==> config.mk <==
export PLATFORM = sky130hd
export DESIGN_NAME = hazard_stall_unit_flat
export DESIGN_NICKNAME = d
export VERILOG_FILES = /design/src/rtl/hazard_if.sv /design/src/rtl/hazard_stall_unit.sv /design/src/flat_wrapper.sv
export SDC_FILE = /design/constraint.sdc
export NUM_CORES = 1
export LEC_CHECK = 0
export ABC_CLOCK_PERIOD_IN_PS = 4700
export CAP_MARGIN = 20
export CELL_PAD_IN_SITES_DETAIL_PLACEMENT = 2
export CELL_PAD_IN_SITES_GLOBAL_PLACEMENT = 2
export CORE_MARGIN = 5
export CORE_UTILIZATION = 28
export DETAILED_ROUTE_END_ITERATION = 16
export GPL_ROUTABILITY_DRIVEN = 1
export PLACE_DENSITY_LB_ADDON = 0.3
export SETUP_SLACK_MARGIN = 0.02
export SYNTH_ARGS = -nofsm -noshare
export SYNTH_HDL_FRONTEND = slang
export SYNTH_SLANG_ARGS = --single-unit
==> constraint.sdc <==
create_clock -name clk -period 4.7 [get_ports clk]
set_input_delay 1.41 -clock clk [delete_from_list [all_inputs] [get_ports clk]]
set_output_delay 1.41 -clock clk [all_outputs]
set_load 0.02 [all_outputs]
==> src/rtl/hazard_if.sv <==
// Purpose : bundles the ID-stage hazard-check inputs and the stall/forward results.
// Latency : pure wiring, no storage.
// Backpr. : none here; lock_write/pc_hold/ifid_hold carry the stall back to the front end.
// Ports   : id_* describe the instruction in ID (sources, use flags, destination, load flag);
//           lock_write/pc_hold/ifid_hold/fwd_a/fwd_b/stall_cnt are returned by the hazard unit.
//           modport master = decode stage side, modport slave = hazard_stall_unit.
interface hazard_if #(
    parameter int CNT_W = 16
);
    logic             id_valid;
    logic [4:0]       id_rs;
    logic [4:0]       id_rt;
    logic             id_use_rs;
    logic             id_use_rt;
    logic             id_wreg;
    logic             id_m2reg;
    logic [4:0]       id_rn;

    logic             lock_write;
    logic             pc_hold;
    logic             ifid_hold;
    logic [1:0]       fwd_a;
    logic [1:0]       fwd_b;
    logic [CNT_W-1:0] stall_cnt;

    modport master (
        output id_valid, id_rs, id_rt, id_use_rs, id_use_rt, id_wreg, id_m2reg, id_rn,
        input  lock_write, pc_hold, ifid_hold, fwd_a, fwd_b, stall_cnt
    );

    modport slave (
        input  id_valid, id_rs, id_rt, id_use_rs, id_use_rt, id_wreg, id_m2reg, id_rn,
        output lock_write, pc_hold, ifid_hold, fwd_a, fwd_b, stall_cnt
    );
endinterface

==> src/rtl/hazard_stall_unit.sv <==
// Purpose : RAW hazard detection for the ID instruction against EXE/MEM, with stall and forward selects.
// Latency : stall/forward outputs are combinational from shadow regs + ID inputs (same cycle).
// Backpr. : stall raises lock_write, pc_hold and ifid_hold together; the unit itself never waits.
// Ports   : clk, clrn (async active-low), hz (hazard_if.slave): ID instruction info in,
//           lock_write/pc_hold/ifid_hold/fwd_a/fwd_b/stall_cnt out.
// Build   : define HAZARD_FORWARD_EN for the forwarding pipeline (load-use stalls only);
//           without it forward selects are 0 and any EXE/MEM dependency stalls.
module hazard_stall_unit #(
    parameter int CNT_W = 16
) (
    input  logic     clk,
    input  logic     clrn,
    hazard_if.slave  hz
);
    typedef enum logic {RUN, STALL} state_t;

    // Shadow copy of the destination info of the instructions now in EXE and MEM.
    logic             ex_wreg;
    logic [4:0]       ex_rn;
    logic             mem_wreg;
    logic [4:0]       mem_rn;
`ifdef HAZARD_FORWARD_EN
    logic             ex_m2reg;
    logic             mem_m2reg;
`endif

    state_t           state;
    logic [CNT_W-1:0] stall_cnt;

    logic             rs_ex;
    logic             rt_ex;
    logic             rs_mem;
    logic             rt_mem;
    logic             stall;
    logic [1:0]       fwd_a;
    logic [1:0]       fwd_b;

    // Match: stage writes a nonzero register that ID really reads. A bubble in ID reads nothing.
    always_comb begin
        rs_ex  = hz.id_valid & hz.id_use_rs & (hz.id_rs != 5'd0) & ex_wreg  & (ex_rn  == hz.id_rs);
        rt_ex  = hz.id_valid & hz.id_use_rt & (hz.id_rt != 5'd0) & ex_wreg  & (ex_rn  == hz.id_rt);
        rs_mem = hz.id_valid & hz.id_use_rs & (hz.id_rs != 5'd0) & mem_wreg & (mem_rn == hz.id_rs);
        rt_mem = hz.id_valid & hz.id_use_rt & (hz.id_rt != 5'd0) & mem_wreg & (mem_rn == hz.id_rt);
    end

`ifdef HAZARD_FORWARD_EN
    // EXE result wins over MEM; a MEM load forwards its load data rather than the ALU result.
    function automatic logic [1:0] pick_fwd(input logic ex_hit, input logic mem_hit,
                                            input logic mem_load);
        if (ex_hit)
            return 2'd1;
        else if (mem_hit && mem_load)
            return 2'd3;
        else if (mem_hit)
            return 2'd2;
        else
            return 2'd0;
    endfunction

    // Only a load still in EXE cannot be forwarded in time.
    always_comb begin
        stall = (rs_ex | rt_ex) & ex_m2reg;
        fwd_a = 2'd0;
        fwd_b = 2'd0;
        if (!stall) begin
            fwd_a = pick_fwd(rs_ex, rs_mem, mem_m2reg);
            fwd_b = pick_fwd(rt_ex, rt_mem, mem_m2reg);
        end
    end
`else
    // No bypass paths: wait until the producer leaves MEM (WB writes in the first half-cycle).
    always_comb begin
        stall = rs_ex | rt_ex | rs_mem | rt_mem;
        fwd_a = 2'd0;
        fwd_b = 2'd0;
    end
`endif

    // Shadow pipeline. A stall squashes the ID/EXE write, so EXE receives a bubble.
    always_ff @(posedge clk or negedge clrn) begin
        if (!clrn) begin
            ex_wreg   <= 1'b0;
            ex_rn     <= 5'd0;
            mem_wreg  <= 1'b0;
            mem_rn    <= 5'd0;
`ifdef HAZARD_FORWARD_EN
            ex_m2reg  <= 1'b0;
            mem_m2reg <= 1'b0;
`endif
        end else begin
            mem_wreg  <= ex_wreg;
            mem_rn    <= ex_rn;
`ifdef HAZARD_FORWARD_EN
            mem_m2reg <= ex_m2reg;
`endif
            if (stall) begin
                ex_wreg  <= 1'b0;
`ifdef HAZARD_FORWARD_EN
                ex_m2reg <= 1'b0;
`endif
            end else begin
                ex_wreg  <= hz.id_wreg & hz.id_valid;
                ex_rn    <= hz.id_rn;
`ifdef HAZARD_FORWARD_EN
                ex_m2reg <= hz.id_m2reg & hz.id_valid;
`endif
            end
        end
    end

    // Stall statistics: RUN/STALL tracking plus a saturating count of stalled edges.
    always_ff @(posedge clk or negedge clrn) begin
        if (!clrn) begin
            state     <= RUN;
            stall_cnt <= '0;
        end else begin
            case (state)
                RUN:     if (stall)  state <= STALL;
                STALL:   if (!stall) state <= RUN;
                default: state <= RUN;
            endcase
            if (stall && (stall_cnt != {CNT_W{1'b1}}))
                stall_cnt <= stall_cnt + 1'b1;
        end
    end

    assign hz.lock_write = stall;
    assign hz.pc_hold    = stall;
    assign hz.ifid_hold  = stall;
    assign hz.fwd_a      = fwd_a;
    assign hz.fwd_b      = fwd_b;
    assign hz.stall_cnt  = stall_cnt;

endmodule

==> src/flat_wrapper.sv <==
// flat-port wrapper written by rule: the top's interface ports become plain ports
module hazard_stall_unit_flat 
#(
    parameter int CNT_W = 16
)
  (clk, clrn, hz_id_valid, hz_id_rs, hz_id_rt, hz_id_use_rs, hz_id_use_rt, hz_id_wreg, hz_id_m2reg, hz_id_rn, hz_lock_write, hz_pc_hold, hz_ifid_hold, hz_fwd_a, hz_fwd_b, hz_stall_cnt);
  hazard_if #(.CNT_W(CNT_W)) hz_i ();
  input  logic clk;
  input  logic clrn;
  input wire logic [$bits(hz_i.id_valid)-1:0] hz_id_valid;
  input wire logic [$bits(hz_i.id_rs)-1:0] hz_id_rs;
  input wire logic [$bits(hz_i.id_rt)-1:0] hz_id_rt;
  input wire logic [$bits(hz_i.id_use_rs)-1:0] hz_id_use_rs;
  input wire logic [$bits(hz_i.id_use_rt)-1:0] hz_id_use_rt;
  input wire logic [$bits(hz_i.id_wreg)-1:0] hz_id_wreg;
  input wire logic [$bits(hz_i.id_m2reg)-1:0] hz_id_m2reg;
  input wire logic [$bits(hz_i.id_rn)-1:0] hz_id_rn;
  output wire logic [$bits(hz_i.lock_write)-1:0] hz_lock_write;
  output wire logic [$bits(hz_i.pc_hold)-1:0] hz_pc_hold;
  output wire logic [$bits(hz_i.ifid_hold)-1:0] hz_ifid_hold;
  output wire logic [$bits(hz_i.fwd_a)-1:0] hz_fwd_a;
  output wire logic [$bits(hz_i.fwd_b)-1:0] hz_fwd_b;
  output wire logic [$bits(hz_i.stall_cnt)-1:0] hz_stall_cnt;
  assign hz_i.id_valid = hz_id_valid;
  assign hz_i.id_rs = hz_id_rs;
  assign hz_i.id_rt = hz_id_rt;
  assign hz_i.id_use_rs = hz_id_use_rs;
  assign hz_i.id_use_rt = hz_id_use_rt;
  assign hz_i.id_wreg = hz_id_wreg;
  assign hz_i.id_m2reg = hz_id_m2reg;
  assign hz_i.id_rn = hz_id_rn;
  assign hz_lock_write = hz_i.lock_write;
  assign hz_pc_hold = hz_i.pc_hold;
  assign hz_ifid_hold = hz_i.ifid_hold;
  assign hz_fwd_a = hz_i.fwd_a;
  assign hz_fwd_b = hz_i.fwd_b;
  assign hz_stall_cnt = hz_i.stall_cnt;
  hazard_stall_unit #(.CNT_W(CNT_W)) u_core (.clk(clk), .clrn(clrn), .hz(hz_i));
endmodule
Yosys cells after proc, flatten, opt, wreduce, memory -nomap -nowiden. Cells that the tools add are included. W data, S select, Z words.

Bits in registers: 28. Word-level logic and storage cells: 31. Output and inout bits: 23. Input port bits: 22.

Muxes and demuxes: 1. Add/sub/neg operators: 1. Eq/ne operators: 5. Reduce and logical (&&, ||, !) cells: 3. Bitwise operators: 16.

Operators by type and width (number): $eq A5 B5 Y1 (4); $add A16 B1 Y16 const B (1); $ne A16 B16 Y1 const B (1); $and A1 B1 Y1 (13); $reduce_bool A5 Y1 (2); $or A1 B1 Y1 (3); $logic_and A1 B1 Y1 (1); $mux W1 (1).

Longest topological paths before layout. Gate-level depths: netlist of run 1.

Depth in word-level cells: 8. Mapped depth: 8. Depth with buffers taken out: 7.

Worst setup path after synthesis of run 1. No wires, ideal clock.

Path kind: in2out. Start point: in hz_id_rt[0]. End point: out hz_lock_write. Arrival time: 2.823 ns. Cell stages on the path: 6. Buffers on the path: 1. Required time: 3.290 ns. Slack: 0.467 ns. Cell sequence: or4_1 > o211ai_1 > nor4_1 > o21ai_1 > nand2_2 > buf_4.

Cells in the longest elaborated chain, start to end: 7. Elaborated cells between the ends (all ways): 11. Those cells by class: 2 x eq/ne; 8 x bitwise; 1 x reduce/logical.

RTL lines: start, declared (line flat_wrapper.sv:12) `input wire logic [$bits(hz_i.id_rt)-1:0] hz_id_rt;`; $reduce_bool A5 Y1 (line hazard_stall_unit.sv:41, hazard_stall_unit.sv:43); $and A1 B1 Y1 (line hazard_stall_unit.sv:41, hazard_stall_unit.sv:43); $and A1 B1 Y1 (2 in a row) (line hazard_stall_unit.sv:41) `rt_ex = hz.id_valid & hz.id_use_rt & (hz.id_rt != 5'd0) & ex_wreg & (ex_rn == hz.id_rt);`; $or A1 B1 Y1 (2 in a row) (line hazard_stall_unit.sv:73) `stall = rs_ex | rt_ex | rs_mem | rt_mem;`; $or A1 B1 Y1 * (line hazard_stall_unit.sv:73); end, declared (line flat_wrapper.sv:18) `output wire logic [$bits(hz_i.lock_write)-1:0] hz_lock_write;`.

Every way passes the cells marked *; elsewhere a longest branch is shown, timed or not.

Worst setup path after layout of run 1.
Start point: in hz_id_rs[2]. End point: out hz_pc_hold.

Cells in the longest elaborated chain, start to end: 7. Elaborated cells between the ends (all ways): 11. Those cells by class: 2 x eq/ne; 8 x bitwise; 1 x reduce/logical.

RTL lines: start, declared (line flat_wrapper.sv:11) `input wire logic [$bits(hz_i.id_rs)-1:0] hz_id_rs;`; $reduce_bool A5 Y1 (line hazard_stall_unit.sv:40, hazard_stall_unit.sv:42); $and A1 B1 Y1 (line hazard_stall_unit.sv:40, hazard_stall_unit.sv:42); $and A1 B1 Y1 (2 in a row) (line hazard_stall_unit.sv:40) `rs_ex = hz.id_valid & hz.id_use_rs & (hz.id_rs != 5'd0) & ex_wreg & (ex_rn == hz.id_rs);`; $or A1 B1 Y1 (line hazard_stall_unit.sv:73); $or A1 B1 Y1 * (2 in a row) (line hazard_stall_unit.sv:73); end, declared (line flat_wrapper.sv:19) `output wire logic [$bits(hz_i.pc_hold)-1:0] hz_pc_hold;`.

Marked as above.

==> flow_summary.json, run 1 <==
{
  "outcome": "finished clean",
  "diodes": 0,
  "synth_top_area_cell": "dfrtp_1",
  "fin_util": 0.416,
  "synthArstFlopShare": 1.00,
  "rsz0062_at_grt": "false",
  "drc": 0,
  "cts_tree": "done",
  "clockRootBuffer": "clkbuf_8",
  "ir_drop_uv": 139,
  "min_path_type": "register to register",
  "cts-buffers-inserted": 3,
  "grt_pass1_wl_um": 6550,
  "crit_buf_inv": 2,
  "clock_path_buffers": 2,
  "routedWlPerCell_um": 16.1,
  "fin_skew_ps": 2.14,
  "yosys-top-cells-count": "28 x dfrtp_1, 25 x xnor2_1, 9 x xor2_1",
  "p_leak_nw": 0.863,
  "power_density_nw_per_um2": 230,
  "grt_max_degree": 29,
  "synthFlopType": "dfrtp_1",
  "final.min_clock_period_ps": 4580,
  "gp_congestion": 0.816,
  "syn_inst": 124,
  "setup_viol": 0,
  "cp_data_required_time_ps": 3290,
  "syn-mean-instance-area_sq_um": 11.6,
  "die-area_sq_um": 6680,
  "period_share": 0.975,
  "via_count": 1113,
  "path_clk_slew_ps": 90,
  "yosys_warnings": 0,
  "coreArea_sq_um": 5040,
  "num_rows": 26,
  "postLayoutSetupSlackWorst_ps": 118,
  "clk_latency_ps": 270,
  "setup.worst_path.class": "input port to output pin",
  "placed_area_sq_um": 1990,
  "path_cells": "clkdlybuf4s50_1, or4_1, o211ai_1, nor4_1, o21ai_2, nand2_4, buf_6",
  "grt_antenna_before_repair": 0,
  "syn_to_final_growth_pct": 45.4,
  "stdcell_area_sq_um": 2100,
  "yosysUniqueCellTypes": 22,
  "finalNonFillerCells": 252,
  "via_per_inst": 4.42,
  "fin_nets": 207,
  "maxCapViolCount": 0,
  "cts_sinks": 28,
  "ys_seq_elements": 28,
  "critPathLaunchType": "input port",
  "ant_nets": 0,
  "ys_seq_area_frac": 0.486,
  "fmax_ghz": 0.218,
  "io_buffers": 39,
  "synthMostInstantiatedCell": "dfrtp_1",
  "die_h_um": 81.8,
  "num-fill-cells": 544,
  "grt_pass1_vias": 1325,
  "io_pins": 45,
  "yosysTopAreaCellShare": 0.486,
  "hold_buffers": 0,
  "crit_arrival_ps": 3170,
  "dp_hpwl_um": 3150,
  "mappedNetlistArea_sq_um": 1440,
  "cpMaxStageDelayCell": "or4_1",
  "first_pass_iters": 2,
  "ys_top_cells_by_area": "dfrtp_1 49%, xnor2_1 15%, mux2_2 5.5%",
  "place_ws_ps": -467,
  "overflow": 0,
  "track_usage": 0.128,
  "drive_gt1_frac": 0.264,
  "htree_levels": 1,
  "start_util": 0.286,
  "place_inst": 244,
  "worstPathMaxFanout": 5,
  "drt_iter0_markers": 9,
  "critPathMaxStageDelay_ps": 470,
  "wirelength_um": 4050,
  "synth-edff-count": 0,
  "hold_violations": 0,
  "setup_tns_ps": 0,
  "endpoint_kind": "output pin",
  "drv_slew": 0,
  "chipWidth_um": 81.8,
  "cpLargestDelayFamily": "simple AND/OR/NAND/NOR gates"
}
==> power breakdown <==
group          switching, mW  internal [mW]  leakage, nW  total (mW)
Clock                 0.0703         0.0575       0.0216       0.128
Sequential            0.0147          0.252        0.365       0.266
Combinational         0.0406         0.0471        0.477      0.0877
==> layout make-up <==
| class | count | area, sq um | share of cell area |
|---|---|---|---|
| clock buffers | 3 | 41.3 | 0.0197 |
| repair buffers | 59 | 542 | 0.259 |
| well taps | 70 | 87.6 | 0.0418 |
| multi-input cells | 92 | 724 | 0.346 |
| flip-flops and latches | 28 | 701 | 0.334 |
==> final timing paths <==
check / slack (ps) / cells after the start / to / from
max: 120 / 7 / hz_pc_hold / hz_id_rs[2]
min: 430 / 0 / u_core.mem_wreg / u_core.ex_wreg
max reg2reg: 1950 / 9 / u_core.hz.stall_cnt[1] / u_core.ex_rn[0]
min reg2reg: 430 / 0 / u_core.mem_wreg / u_core.ex_wreg
max in group asynchronous: 2920 / 2 / u_core.hz.stall_cnt[6] / clrn
min in group asynchronous: 1510 / 2 / u_core.hz.stall_cnt[9] / clrn
==> layout by cell type (no fill, tap or decap), types with 2 or more instances in the layout <==
master and count:
clkdlybuf4s50_1 31, dfrtp_1 28, xnor2_1 25, buf_4 20, xor2_1 9, nand3_1 7, mux2_2 7, nand3_2 6
nand4_1 5, nand2_1 4, and3_1 4, conb_1 4, dlygate4sd2_1 4, nor2_1 3, clkbuf_8 3, buf_6 3
o211ai_1 2, nor4_2 2, nor4_1 2, o21ai_2 2, and2_1 2, nand2_2 2
==> repair_timing <==
item	CTS	global route
endpoints found under the setup margin	3	3
pin swaps	9	4
resized for setup	24	5
endpoints found under the hold margin	0	0
setup buffers	5	0
==> cells by family after synthesis <==
group,count (synthesis),share of synthesized area
other,1,0.00260
AOI/OAI and AO/OA,5,0.0260
xor gates and xnor gates,34,0.207
and+or+nand+nor,41,0.176
muxes,7,0.0547
DFF,28,0.486
buffers and inverters,7,0.0391
adders and majority gates,1,0.00868
==> through the flow <==
step / power, mW / hold WS [ps]
finish: 0.482 / 426
detailed placement: 0.358 / 391
global placement: 0.352 / 390
global route: 0.506 / 453
CTS: 0.488 / 411
floorplan: 0.306 / 351
==> registers in the layout, summed over array words and instances, names as in the netlist <==
name / cells
u_core.ex_wreg: 1
u_core.mem_rn: 5
u_core.mem_wreg: 1
u_core.ex_rn: 5
u_core.hz.stall_cnt: 16
==> per-layer routing <==
layer,up-vias,global-route usage,wire [um]
met5,-,0,0
met3,5,0.0252,218
li1,534,-,-
met1,546,0.141,1640
met4,0,0.0399,46
met2,28,0.243,2140
No activity file was read; power rests on OpenSTA's default activity.
==> run 2: changes to the inputs <==
- CORE_UTILIZATION: 28 -> 31
- HOLD_SLACK_MARGIN: not set -> 0.05
==> run 2 against run 1 <==
Against the previous run:
- power grew 13%
- non-clock buffer count shrank 2
- critical endpoint unchanged
- cell count shrank 7.5%
- sequential power is essentially flat
- sequential cell count is the same
- clock-buffer cell count is the same
==> flow_summary.json, run 2 (synthesis gave the netlist of run 1 again) <==
{
  "combPwrFrac": 0.162,
  "cts-buffers-inserted": 3,
  "fin_util": 0.471,
  "worstPathMaxFanout": 5,
  "wirelength_um": 4350,
  "drc": 0,
  "final.min_clock_period_ps": 4570,
  "htree_levels": 1,
  "dp_hpwl_um": 3320,
  "min_path_type": "register to register",
  "track_usage": 0.151,
  "io_pins": 45,
  "rsz0062_at_grt": "false",
  "path_clk_slew_ps": 100,
  "ir_drop_uv": 110,
  "period_share": 0.973,
  "drive_gt1_frac": 0.260,
  "min_path_cells": 0,
  "cp_data_required_time_ps": 3290,
  "p_leak_nw": 0.883,
  "maxCapViolCount": 0,
  "hold_buffers": 0,
  "num_rows": 24,
  "layout_common_cells": "30 x clkdlybuf4s50_1, 28 x dfrtp_1, 25 x xnor2_1",
  "cts_sinks": 28,
  "chipWidth_um": 78.2,
  "routedWlPerCell_um": 18.7,
  "ant_nets": 0,
  "internal_power_uw": 413,
  "placed_area_sq_um": 1960,
  "overflow": 0,
  "die-area_sq_um": 6110,
  "drt_iter0_markers": 17,
  "grt_pass1_vias": 1420,
  "cts_tree": "done",
  "setup_viol": 0,
  "critPathLaunchType": "input port",
  "diodes": 0,
  "fin_skew_ps": 6.69,
  "pwr-share-clk": 0.352,
  "via_per_inst": 4.92,
  "final_common_cell": "clkdlybuf4s50_1",
  "largest_reg_flops": 16,
  "first_pass_iters": 2,
  "start_util": 0.324,
  "hold_violations": 0,
  "regArea_sq_um": 701,
  "regMostFlops": "u_core.hz.stall_cnt",
  "crit-reg2reg-capture": "u_core.hz.stall_cnt[14]",
  "cpMaxStageDelayCell": "clkdlybuf4s50_1",
  "stdcell_area_sq_um": 2090,
  "io_buffers": 39,
  "syn_to_final_growth_pct": 45.1,
  "min_from": "u_core.ex_wreg",
  "p_seq_frac": 0.486,
  "path_cells": "clkdlybuf4s50_1, or4_1, o211ai_1, nor4_1, o21ai_2, nand2_2, buf_6",
  "setup.worst_path.class": "input port to output pin",
  "fmax_ghz": 0.219,
  "swShare": 0.243,
  "r2r_cells": 10,
  "r2r-start": "u_core.mem_rn[3]",
  "crit_arrival_ps": 3160,
  "clock_path_buffers": 2,
  "outcome": "finished clean",
  "grt_max_degree": 29,
  "r2r_slack_ps": 2140,
  "critPathMaxStageDelay_ps": 450,
  "drv_slew": 0,
  "via_count": 1146,
  "endpoint_kind": "output pin",
  "grt_antenna_before_repair": 0,
  "holdPathEnd": "u_core.mem_wreg",
  "die_h_um": 78.2,
  "clk_latency_ps": 280,
  "fin_nets": 205,
  "multiInputGateArea_sq_um": 722,
  "p_sw_uw": 133,
  "reg.largest.list": "u_core.hz.stall_cnt (16), u_core.ex_rn (5), u_core.mem_rn (5)",
  "coreArea_sq_um": 4440,
  "power_density_nw_per_um2": 261,
  "grt_pass1_wl_um": 7290,
  "num-fill-cells": 477,
  "clockRootBuffer": "clkbuf_8",
  "gp_congestion": 0.873,
  "fin_hold_ws_ps": 400
}
-- run 2: layout make-up --
class | count | area share
Timing Repair Buffer | 57 | 0.255
Sequential cell | 28 | 0.335
Multi-Input combinational cell | 92 | 0.345
Clock buffer | 3 | 0.0197
Tap cell | 52 | 0.0311
Clock inverter | 1 | 0.0144
-- run 2: how the worst max path moves through the flow --
stage | start | end | slack [ps] | cells after the start
6_report | hz_id_rt[4] | hz_pc_hold | 130 | 7
5_1_grt | hz_id_rs[0] | hz_pc_hold | 40 | 7
4_1_cts | hz_id_rs[0] | hz_pc_hold | 40 | 7
3_5_place_dp | hz_id_rt[0] | hz_pc_hold | -400 | 7
3_3_place_gp | hz_id_rt[0] | hz_ifid_hold | -300 | 7
2_1_floorplan | hz_id_rt[0] | hz_lock_write | 470 | 6
-- run 2: what timing repair did --
action | in CTS | in global routing
pin swaps | 7 | 6
endpoints found under the setup margin | 3 | 3
buffers inserted | 2 | 1
resized for setup | 22 | 7
-- run 2: layer usage --
| layer | part of all wire | global-route usage | vias up |
|---|---|---|---|
| met5 | 0 | 0 | - |
| met4 | 0.026 | 0.0577 | 0 |
| met3 | 0.052 | 0.0332 | 12 |
| met2 | 0.56 | 0.292 | 31 |
| met1 | 0.36 | 0.159 | 573 |
| li1 | - | - | 530 |
-- run 2: per-stage QoR --
stage | setup TNS (ps) | power, mW | worst slack, ps | instances
after floorplan | 0 | 0.306 | 467 | 127
after global placement | -889 | 0.352 | -298 | 226
after detailed placement | -1200 | 0.358 | -400 | 226
after CTS | 0 | 0.552 | 41.0 | 232
after global routing | 0 | 0.567 | 38.3 | 233
final | 0 | 0.545 | 126 | 233
-- run 2: power by group through the flow --
stage / Sequential, mW / Combinational [mW] / Clock (mW)
floorplan: 0.274 / 0.0320 / 0
global placement: 0.269 / 0.0833 / 0
detailed placement: 0.270 / 0.0876 / 0
CTS: 0.265 / 0.0884 / 0.198
global route: 0.268 / 0.0948 / 0.205
finish: 0.265 / 0.0884 / 0.192
-- run 2: worst max-delay path: cells and delay by family --
kind	cells	cell delay (ps)
buffers and inverters	2	610
AOI/OAI and AO/OA	2	480
and+or+nand+nor	3	660
==> run 3: changes to the inputs <==
- CELL_PAD_IN_SITES_DETAIL_PLACEMENT: 2 -> not set
- CELL_PAD_IN_SITES_GLOBAL_PLACEMENT: 2 -> not set
- CORE_MARGIN: 5 -> not set
- CORE_UTILIZATION: 31 -> 45
==> run 3 against run 2 <==
Against the previous run:
- via count fell by 3.6%
- setup slack got worse by 56 ps
- register-to-register slack worse by 130 ps
- global-route usage grew 4.6 points
- critical path depth unchanged
==> flow_summary.json, run 3 (synthesis gave the netlist of run 1 again) <==
{
  "period_share": 0.985,
  "layout_common_cells": "31 x clkdlybuf4s50_1, 28 x dfrtp_1, 25 x xnor2_1",
  "critPathLaunchType": "input port",
  "placed_area_sq_um": 1950,
  "clockRootBuffer": "clkbuf_4",
  "first_pass_iters": 4,
  "reg.largest.list": "u_core.hz.stall_cnt (16), u_core.ex_rn (5), u_core.mem_rn (5)",
  "regMostFlops": "u_core.hz.stall_cnt",
  "r2r_cells": 11,
  "use_met3": 0.0264,
  "drv_slew": 0,
  "fmax_ghz": 0.216,
  "dp_hpwl_um": 2410,
  "chipWidth_um": 58.6,
  "pwr-share-clk": 0.210,
  "min_path_type": "register to register",
  "io_pins": 45,
  "drive_gt1_frac": 0.240,
  "hold_buffers": 0,
  "via_count": 1105,
  "hold_violations": 0,
  "fin_skew_ps": 4.55,
  "r2r_slack_ps": 2010,
  "via_per_inst": 4.96,
  "endpoint": "hz_pc_hold",
  "largest_reg_flops": 16,
  "ir_drop_uv": 176,
  "crit_start": "hz_id_rt[4]",
  "path_clk_slew_ps": 140,
  "syn_to_final_growth_pct": 40.3,
  "r2r-start": "u_core.ex_rn[4]",
  "final_common_cell": "clkdlybuf4s50_1",
  "maxCapViolCount": 0,
  "fin_nets": 204,
  "internal_power_uw": 329,
  "power_density_nw_per_um2": 219,
  "overflow": 0,
  "worstPathMaxFanout": 4,
  "fin_util": 0.662,
  "ant_nets": 0,
  "die-area_sq_um": 3430,
  "drt_iter0_markers": 23,
  "crit-reg2reg-capture": "u_core.hz.stall_cnt[8]",
  "htree_levels": 1,
  "clock_path_buffers": 2,
  "cts-buffers-inserted": 3,
  "p_sw_uw": 114,
  "num_rows": 20,
  "cts_tree": "done",
  "io_buffers": 39,
  "gp_congestion": 0.903,
  "die_h_um": 58.6,
  "p_seq_frac": 0.596,
  "grt_busiest_layer": "met2",
  "final.min_clock_period_ps": 4630,
  "stdcell_area_sq_um": 2020,
  "grt_pass1_wl_um": 5080,
  "globalRouteMet1Util": 0.232,
  "routedWlPerCell_um": 13.8,
  "crit_arrival_ps": 3220,
  "finalNonFillerCells": 223,
  "outcome": "finished clean",
  "setup.worst_path.class": "input port to output pin",
  "setup_viol": 0,
  "p_leak_nw": 0.870,
  "cts_sinks": 28,
  "endpoint_kind": "output pin",
  "start_util": 0.472,
  "combPwrFrac": 0.193,
  "grt_pass1_vias": 1169,
  "rsz0062_at_grt": "false",
  "use_met2": 0.368,
  "drc": 0,
  "clk_latency_ps": 310,
  "swShare": 0.258,
  "grt_antenna_before_repair": 0,
  "track_usage": 0.198,
  "wirelength_um": 3090,
  "coreArea_sq_um": 3050,
  "place_inst": 217,
  "cp_data_required_time_ps": 3290,
  "grt_max_degree": 29,
  "diodes": 0
}
## run 3: changes by cell type in the layout (fill, tap and decap cells not counted), sizes merged
cell and change:
buf -1, bufinv -1, clkdlybuf4s50 +1, dlygate4sd2 -3, dlymetal6s2s +2
## run 3: worst max-delay path, stage by stage
cell	delay, ps
clkdlybuf4s50_1	440
or4_4	430
o211ai_1	290
nor4_1	120
o21ai_1	230
nand2_2	140
buf_6	160
## run 3: how the worst min path moves through the flow
stage	start	cells past startpoint	endpoint	slack [ps]
floorplan	u_core.ex_wreg	0	u_core.mem_wreg	350
global placement	u_core.ex_wreg	0	u_core.mem_wreg	360
detailed placement	u_core.ex_wreg	0	u_core.mem_wreg	360
CTS	u_core.ex_wreg	0	u_core.mem_wreg	390
global route	u_core.ex_wreg	0	u_core.mem_wreg	430
finish	u_core.ex_wreg	0	u_core.mem_wreg	400
## run 3: cell type report
type	instances	area, sq um
Timing Repair Buffer	56	534
Sequential cell	28	701
Tap cell	44	55.1
Fill cell	276	1030
Clock buffer	3	22.5
Multi-Input combinational cell	92	709
## run 3: metrics by stage
step                TNS [ps]  setup WS (ps)  hold WS (ps)  power, mW
detailed placement     -1110           -374           361      0.355
finish                     0           70.0           401      0.443
CTS                        0           18.6           389      0.448
global placement        -811           -272           363      0.351
floorplan                  0            467           351      0.306
global route               0           34.7           427      0.465
## run 3: routing by layer
metal | vias up | routed length (um)
li1 | 532 | -
met1 | 541 | 1240
met2 | 28 | 1660
met3 | 4 | 148
met4 | 0 | 38
met5 | - | 0
## run 3: power groups by stage
stage	sequential, mW	clock, mW	combinational [mW]
4_1_cts	0.265	0.0965	0.0863
3_5_place_dp	0.270	0	0.0857
3_3_place_gp	0.269	0	0.0821
2_1_floorplan	0.274	0	0.0320
5_1_grt	0.267	0.106	0.0923
6_report	0.264	0.0932	0.0857
## run 3: timing repair
item                       CTS  global route
pin swaps                    3             8
cloned                       0             0
setup buffers                2             1
gates resized for setup     12            14
setup endpoints to repair    3             3
